### src/rtl/data_recv_channel.sv
// data_recv_channel
//   AXI read-data receive stage of the memcopy engine. It consumes R-channel
//   beats for bursts issued by the address stage, checks every beat against
//   the expected burst length and against RRESP, and forwards good payload
//   through a 1-deep output register.
//
// Ports
//   clk, rst            clock, asynchronous active-high reset
//   engine_start        1-cycle pulse starting a transfer (honoured in IDLE/ERROR)
//   total_beat_count    beats in the transfer, sampled on engine_start
//   len_push, len_in    expected burst length (AXI LEN) from each AR handshake
//   len_fifo_full       length FIFO full; address stage must hold ARVALID low
//   axi_r*              AXI R channel (rdata, rresp, rlast, rvalid in; rready out)
//   data_out*           registered payload with valid/ready handshake
//   data_error          sticky fault flag
//   error_code          01 RRESP not OKAY, 10 RLAST misplaced, 11 beat with no length
//   data_recv_done      1-cycle pulse once every beat has been delivered
//   dbg_state           current FSM state (0 IDLE, 1 RECV, 2 DONE, 3 ERROR)
//
// Handshakes: a transfer happens on a rising clock edge where valid and
// ready are both high; valid, once raised, is held with stable data until
// that edge; ready may change freely.
module data_recv_channel #(
    parameter int DATA_WIDTH     = 512,
    parameter int LEN_FIFO_DEPTH = 8
) (
    input  logic                  clk,
    input  logic                  rst,
    input  logic                  engine_start,
    input  logic [39:0]           total_beat_count,
    input  logic                  len_push,
    input  logic [7:0]            len_in,
    output logic                  len_fifo_full,
    input  logic [DATA_WIDTH-1:0] axi_rdata,
    input  logic [1:0]            axi_rresp,
    input  logic                  axi_rlast,
    input  logic                  axi_rvalid,
    output logic                  axi_rready,
    output logic [DATA_WIDTH-1:0] data_out,
    output logic                  data_out_valid,
    input  logic                  data_out_ready,
    output logic                  data_error,
    output logic [1:0]            error_code,
    output logic                  data_recv_done,
    output logic [1:0]            dbg_state
);

    localparam int PW = $clog2(LEN_FIFO_DEPTH);
    localparam int CW = PW + 1;

    typedef enum logic [1:0] {
        S_IDLE  = 2'd0,
        S_RECV  = 2'd1,
        S_DONE  = 2'd2,
        S_ERROR = 2'd3
    } state_t;

    state_t state_q, state_d;

    logic [39:0]           total_q, total_d;
    logic [39:0]           rx_q, rx_d;
    logic [8:0]            beat_q, beat_d;
    logic [DATA_WIDTH-1:0] data_q, data_d;
    logic                  valid_q, valid_d;
    logic                  err_q, err_d;
    logic [1:0]            code_q, code_d;
    logic                  done_q, done_d;
    logic [PW-1:0]         rd_q, rd_d;
    logic [PW-1:0]         wr_q, wr_d;
    logic [CW-1:0]         cnt_q, cnt_d;
    logic [7:0]            len_mem [LEN_FIFO_DEPTH];

    logic       rready;
    logic       start_ok;
    logic       fifo_empty;
    logic       fifo_full;
    logic [7:0] head;
    logic       accept;
    logic [1:0] fault_code;
    logic       fault;
    logic       pop;
    logic       push_ok;

    assign start_ok   = engine_start && (state_q == S_IDLE || state_q == S_ERROR);
    assign fifo_empty = (cnt_q == '0);
    assign fifo_full  = (cnt_q == CW'(LEN_FIFO_DEPTH));
    assign head       = len_mem[rd_q];
    assign accept     = (state_q == S_RECV) && axi_rvalid && rready;

    // Beat checks, highest priority first: no expected length, bad
    // response, RLAST not exactly on the final beat of the burst.
    always_comb begin
        fault_code = 2'b00;
        if (fifo_empty) begin
            fault_code = 2'b11;
        end else if (axi_rresp != 2'b00) begin
            fault_code = 2'b01;
        end else if (axi_rlast != (beat_q == {1'b0, head})) begin
            fault_code = 2'b10;
        end
    end

    assign fault   = accept && (fault_code != 2'b00);
    assign pop     = accept && !fault && axi_rlast;
    // A full FIFO can still take a push when the head is popped this cycle.
    assign push_ok = len_push && (state_q != S_IDLE) && !start_ok && (!fifo_full || pop);

    // FSM state register
    always_ff @(posedge clk or posedge rst) begin
        if (rst) begin
            state_q <= S_IDLE;
        end else begin
            state_q <= state_d;
        end
    end

    // FSM next-state logic
    always_comb begin
        state_d = state_q;
        case (state_q)
            S_IDLE, S_ERROR: begin
                if (engine_start) begin
                    state_d = (total_beat_count != 40'd0) ? S_RECV : S_DONE;
                end
            end
            S_RECV: begin
                if (fault) begin
                    state_d = S_ERROR;
                end else if (rx_q == total_q && (!valid_q || data_out_ready)) begin
                    state_d = S_DONE;
                end
            end
            S_DONE:  state_d = S_IDLE;
            default: state_d = S_IDLE;
        endcase
    end

    // FSM outputs. In RECV no beat is taken once the whole transfer has
    // arrived; in ERROR everything is drained and dropped.
    always_comb begin
        rready = 1'b0;
        done_d = 1'b0;
        case (state_q)
            S_RECV:  rready = (rx_q != total_q) && (!valid_q || data_out_ready);
            S_ERROR: rready = 1'b1;
            S_DONE:  done_d = 1'b1;
            default: rready = 1'b0;
        endcase
    end

    // Datapath next-state
    always_comb begin
        total_d = total_q;
        rx_d    = rx_q;
        beat_d  = beat_q;
        data_d  = data_q;
        valid_d = valid_q;
        err_d   = err_q;
        code_d  = code_q;
        rd_d    = rd_q;
        wr_d    = wr_q;
        cnt_d   = cnt_q;

        if (start_ok) begin
            total_d = total_beat_count;
            rx_d    = '0;
            beat_d  = '0;
            err_d   = 1'b0;
            code_d  = 2'b00;
            rd_d    = '0;
            wr_d    = '0;
            cnt_d   = '0;
        end else begin
            if (accept) begin
                rx_d = rx_q + 40'd1;
                if (fault) begin
                    if (!err_q) begin
                        err_d  = 1'b1;
                        code_d = fault_code;
                    end
                end else begin
                    beat_d = axi_rlast ? 9'd0 : beat_q + 9'd1;
                end
            end
            if (pop) begin
                rd_d = rd_q + 1'b1;
            end
            if (push_ok) begin
                wr_d = wr_q + 1'b1;
            end
            case ({push_ok, pop})
                2'b10:   cnt_d = cnt_q + 1'b1;
                2'b01:   cnt_d = cnt_q - 1'b1;
                default: cnt_d = cnt_q;
            endcase
        end

        // A new good beat refills the register even while it is draining.
        if (accept && !fault) begin
            data_d  = axi_rdata;
            valid_d = 1'b1;
        end else if (data_out_ready) begin
            valid_d = 1'b0;
        end
    end

    always_ff @(posedge clk or posedge rst) begin
        if (rst) begin
            total_q <= '0;
            rx_q    <= '0;
            beat_q  <= '0;
            data_q  <= '0;
            valid_q <= 1'b0;
            err_q   <= 1'b0;
            code_q  <= 2'b00;
            done_q  <= 1'b0;
            rd_q    <= '0;
            wr_q    <= '0;
            cnt_q   <= '0;
        end else begin
            total_q <= total_d;
            rx_q    <= rx_d;
            beat_q  <= beat_d;
            data_q  <= data_d;
            valid_q <= valid_d;
            err_q   <= err_d;
            code_q  <= code_d;
            done_q  <= done_d;
            rd_q    <= rd_d;
            wr_q    <= wr_d;
            cnt_q   <= cnt_d;
        end
    end

    // Length storage needs no reset: entries are only read when counted.
    always_ff @(posedge clk) begin
        if (push_ok) begin
            len_mem[wr_q] <= len_in;
        end
    end

    assign len_fifo_full  = fifo_full;
    assign axi_rready     = rready;
    assign data_out       = data_q;
    assign data_out_valid = valid_q;
    assign data_error     = err_q;
    assign error_code     = code_q;
    assign data_recv_done = done_q;
    assign dbg_state      = state_q;

endmodule

### config.mk
export PLATFORM = sky130hd
export DESIGN_NAME = data_recv_channel
export DESIGN_NICKNAME = d
export VERILOG_FILES = /design/src/rtl/data_recv_channel.sv
export SDC_FILE = /design/constraint.sdc
export NUM_CORES = 1
export LEC_CHECK = 0
export CAP_MARGIN = 5
export CORE_AREA = 2 2 423 425
export DETAILED_ROUTE_END_ITERATION = 10
export DIE_AREA = 0 0 425 427
export SYNTH_ARGS = -nofsm -noshare
export SYNTH_HDL_FRONTEND = slang
export SYNTH_SLANG_ARGS = --single-unit
### constraint.sdc
create_clock -name clk -period 19.8 [get_ports clk]
set_clock_uncertainty 0.1 [all_clocks]
set_input_delay 1.98 -clock clk [delete_from_list [all_inputs] [get_ports clk]]
set_output_delay 1.98 -clock clk [all_outputs]
set_load 0.005 [all_outputs]
==> out/results.md <==
### Status
- run status: complete, no violations

### Die
- effective utilization at floorplan: 0.154
- area of the die: 181000 µm²
- placeable core area: 177000 µm²
- Chip Height: 427 µm
- die width: 425 µm
- Top Ports: 1090
- number of placement rows: 155

### Critical path
- startpoint of the worst register-to-register path: rd_q[0]
- depth of the most critical reg-to-reg path: 11
- Worst Setup End Kind: register
- critical path class: in -> reg
- crit-path max FO: 63
- reg-to-reg critical path endpoint: data_out[346]
- register-to-register setup slack: 13.10 ns
- crit path launch type: primary input
- Crit path arrival time: 7.62 ns
- CP required: 20.26 ns

### Logic synthesis
- proportion of netlist area held by the largest area contributor: 0.566
- most frequent cells after synthesis: sky130_fd_sc_hd__dfrtp_1 (618), sky130_fd_sc_hd__mux2_2 (390), sky130_fd_sc_hd__nand2_1 (151)
- sequential element share of the synthesized area: 0.636
- cell with the most instances after synthesis: sky130_fd_sc_hd__dfrtp_1
- library cell with the largest summed area after synthesis: sky130_fd_sc_hd__dfrtp_1
- Async S/R FF share, synth: 0.906
- count of state elements after synthesis: 682
- count of mapped cells out of synthesis: 1866
- number of nets produced by synthesis: 2446
- average cell area after synthesis: 14.6 µm²
- leading register cell type out of synthesis: sky130_fd_sc_hd__dfrtp_1
- cell types with the largest area share after synthesis: sky130_fd_sc_hd__dfrtp_1 (57%), sky130_fd_sc_hd__mux2_2 (16%), sky130_fd_sc_hd__edfxtp_1 (7.0%)
- Synth cell types: 50
- summed instance area of the synthesized netlist: 27300 µm²
- Yosys warnings: 0
- Post-synth EDFFs: 64

### GRT
- number of antenna violations at the first check in global routing: 67
- global-route usage over all layers: 0.147
- via count of the first global-routing pass: 20.6k
- wire length of the first global-routing pass: 181 mm
- largest net degree at the start of global routing: 151
- Congestion Overflow GR: 0

### CTS
- CTS tree: yes
- number of buffers created by CTS: 85
- clock insertion delay at the later pin of the skew report: 0.69 ns
- clock sinks: 682
- Post-CTS Setup Repair Bufs: 0
- quantity of gates resized following cts: 0
- Clock transition at path regs: 0.05 ns
- number of buffers between clock root and the deepest sink: 3
- number of buffers inserted for hold repair after clock tree synthesis: 0
- CTS Root Cell: sky130_fd_sc_hd__clkbuf_16
- depth of the CTS H-tree: 3

### STA
- Max-slew headroom: 0.109
- measured slew at the worst slew-check pin: 1.34 ns
- RSZ-0062 raised after global routing: false
- share of the cycle needed by the critical path after routing: 0.362
- final-layout worst hold slack: 0.381 ns
- Setup Viol. Count Final: 0
- Total Negative Setup Slacks: 0 ns
- Pins Over Slew Limit: 0
- post-layout minimum cycle time: 7.17 ns
- final count of hold timing violations: 0
- fmax: 139 MHz

### Final layout
- layout overhead on the synthesized area: 60.5%
- share of post-route cells with drive strength above 1: 0.193
- post-route cell area: 43900 µm²
- final cell utilization of the core: 0.248
- number of nets in the final layout: 3554

### Routing
- Antenna Violating Nets Remaining: 0
- remaining routing DRC violations: 0
- violation count after the first detailed-route iteration: 996
- via/cell ratio: 3.71
- first-pass detailed-route iteration total: 4
- Vias: 20.1k
- wire per inst: 25.8 µm
- total wire length after detailed routing: 140 mm

### Power and ir drop
- Sw Pwr: 1.82 mW
- Comb power frac: 0.336
- Sequential Power Share: 0.373
- ratio of total power to cell area: 131 nW/µm²
- internal power component: 3.93 mW
- switching share of power: 0.317
- part of the power in the clock network: 0.290
- worst vdd ir: 0.0840 mV
- leakage: 18.3 nW

### Placement
- count of port buffers added during placement: 1089
- standard cell area after detailed placement: 40900 µm²
- half-perimeter wire length after placement: 114 mm
- placer's final routability congestion estimate: 0.884

### Hold path
- Min-Delay Path Class: reg -> reg
- instance count along the most critical hold path: 1
- hold worst-path end: data_out[241]
- start point of the worst hold path: data_out[241]

### Run
- max-cap viol count: 0

layout make-up:
cell class / instances / area [µm²]
well taps: 2355 / 2950
diodes: 18 / 45.0
fillers: 18599 / 133000
multi-input cells: 1072 / 9350
clock buffers: 108 / 2440
inverters: 20 / 82.6
flip-flops and latches: 682 / 17400
repair buffers: 1113 / 11100
clock inverters: 46 / 541
worst max-delay path, cell delays in order:
cell and delay (ns):
sky130_fd_sc_hd__clkdlybuf4s50_1 0.42, sky130_fd_sc_hd__nor3_1 0.58, sky130_fd_sc_hd__and2_1 0.27, sky130_fd_sc_hd__o21ai_1 0.34, sky130_fd_sc_hd__nor3b_4 0.74, sky130_fd_sc_hd__buf_4 0.66
sky130_fd_sc_hd__buf_4 0.63, sky130_fd_sc_hd__buf_4 0.65, sky130_fd_sc_hd__buf_4 0.78, sky130_fd_sc_hd__mux2_2 0.42
flip-flops by register name (all words and copies together), names as in the netlist:
register and cells:
beat_q 9, cnt_q 4, data_error 1, data_out 512, data_out_valid 1, data_recv_done 1, dbg_state 2, error_code 2
len_mem 64, rd_q 3, rx_q 40, total_q 40, wr_q 3
cells by family after synthesis:
kind of cell             share of synthesized area
flip-flops                                   0.636
multiplexers                                 0.230
AND/OR/NAND/NOR                             0.0606
buffers and inverters                       0.0241
AO/OA/AOI/OAI                               0.0188
XOR/XNOR                                    0.0247
adder cells (fa/ha/maj)                    0.00531
cell usage in the layout (no fill, tap or decap), types with 5 or more instances in the layout:
cell type and instances:
sky130_fd_sc_hd__clkdlybuf4s50_1 1089, sky130_fd_sc_hd__dfrtp_1 618, sky130_fd_sc_hd__mux2_2 390, sky130_fd_sc_hd__nand2_1 151, sky130_fd_sc_hd__mux2_1 125, sky130_fd_sc_hd__clkbuf_16 89
sky130_fd_sc_hd__edfxtp_1 64, sky130_fd_sc_hd__nor2_1 48, sky130_fd_sc_hd__xor2_1 42, sky130_fd_sc_hd__xnor2_1 35, sky130_fd_sc_hd__nor4_1 31, sky130_fd_sc_hd__o21ai_0 29
sky130_fd_sc_hd__a21oi_1 28, sky130_fd_sc_hd__mux2i_1 23, sky130_fd_sc_hd__buf_4 23, sky130_fd_sc_hd__nor3_1 20, sky130_fd_sc_hd__nand3_1 19, sky130_fd_sc_hd__inv_1 19
sky130_fd_sc_hd__diode_2 18, sky130_fd_sc_hd__clkinv_2 16, sky130_fd_sc_hd__nand4_1 14, sky130_fd_sc_hd__clkbuf_8 14, sky130_fd_sc_hd__and2_1 13, sky130_fd_sc_hd__mux4_2 12
sky130_fd_sc_hd__or3_1 11, sky130_fd_sc_hd__ha_1 10, sky130_fd_sc_hd__clkinvlp_4 9, sky130_fd_sc_hd__bufinv_16 9, sky130_fd_sc_hd__a21o_1 8, sky130_fd_sc_hd__and3_1 7
sky130_fd_sc_hd__nor4b_1 7, sky130_fd_sc_hd__nor2b_1 6, sky130_fd_sc_hd__nor4_2 5, sky130_fd_sc_hd__clkinv_4 5, sky130_fd_sc_hd__clkbuf_1 5
power groups by stage:
stage                     logic [mW]  registers, mW  clock network [mW]
after floorplan                0.547           2.13                   0
after global placement          1.95           2.15                   0
after detailed placement        1.96           2.17                   0
after CTS                       1.97           2.15                1.74
after global routing            2.08           2.20                1.78
final                           1.93           2.15                1.67
worst max path at each step:
stage                      start             to  slack (ns)
floorplan                    rst      beat_q[0]        0.41
global placement    axi_rresp[1]  data_out[300]       12.01
detailed placement  axi_rresp[1]  data_out[297]       11.89
CTS                 axi_rresp[1]  data_out[346]       12.63
global route        axi_rresp[0]  data_out[336]       12.30
finish              axi_rresp[1]  data_out[346]       12.63
per-stage QoR:
step / std cells / total power [mW] / setup slack (ns)
5_1_grt: 5410 / 6.07 / 12.30
2_1_floorplan: 1866 / 2.67 / 0.415
3_3_place_gp: 5242 / 4.10 / 12.01
3_5_place_dp: 5242 / 4.12 / 11.89
4_1_cts: 5396 / 5.85 / 12.63
6_report: 5414 / 5.75 / 12.63
layer usage:
| metal | up-vias | track usage | wire length [µm] |
|---|---|---|---|
| li1 | 8866 | - | - |
| met1 | 10140 | 0.165 | 52400 |
| met2 | 827 | 0.215 | 61400 |
| met3 | 227 | 0.0969 | 19700 |
| met4 | 10 | 0.0697 | 5980 |
| met5 | - | 0 | 61 |
Power figures use the tool's default switching activity.
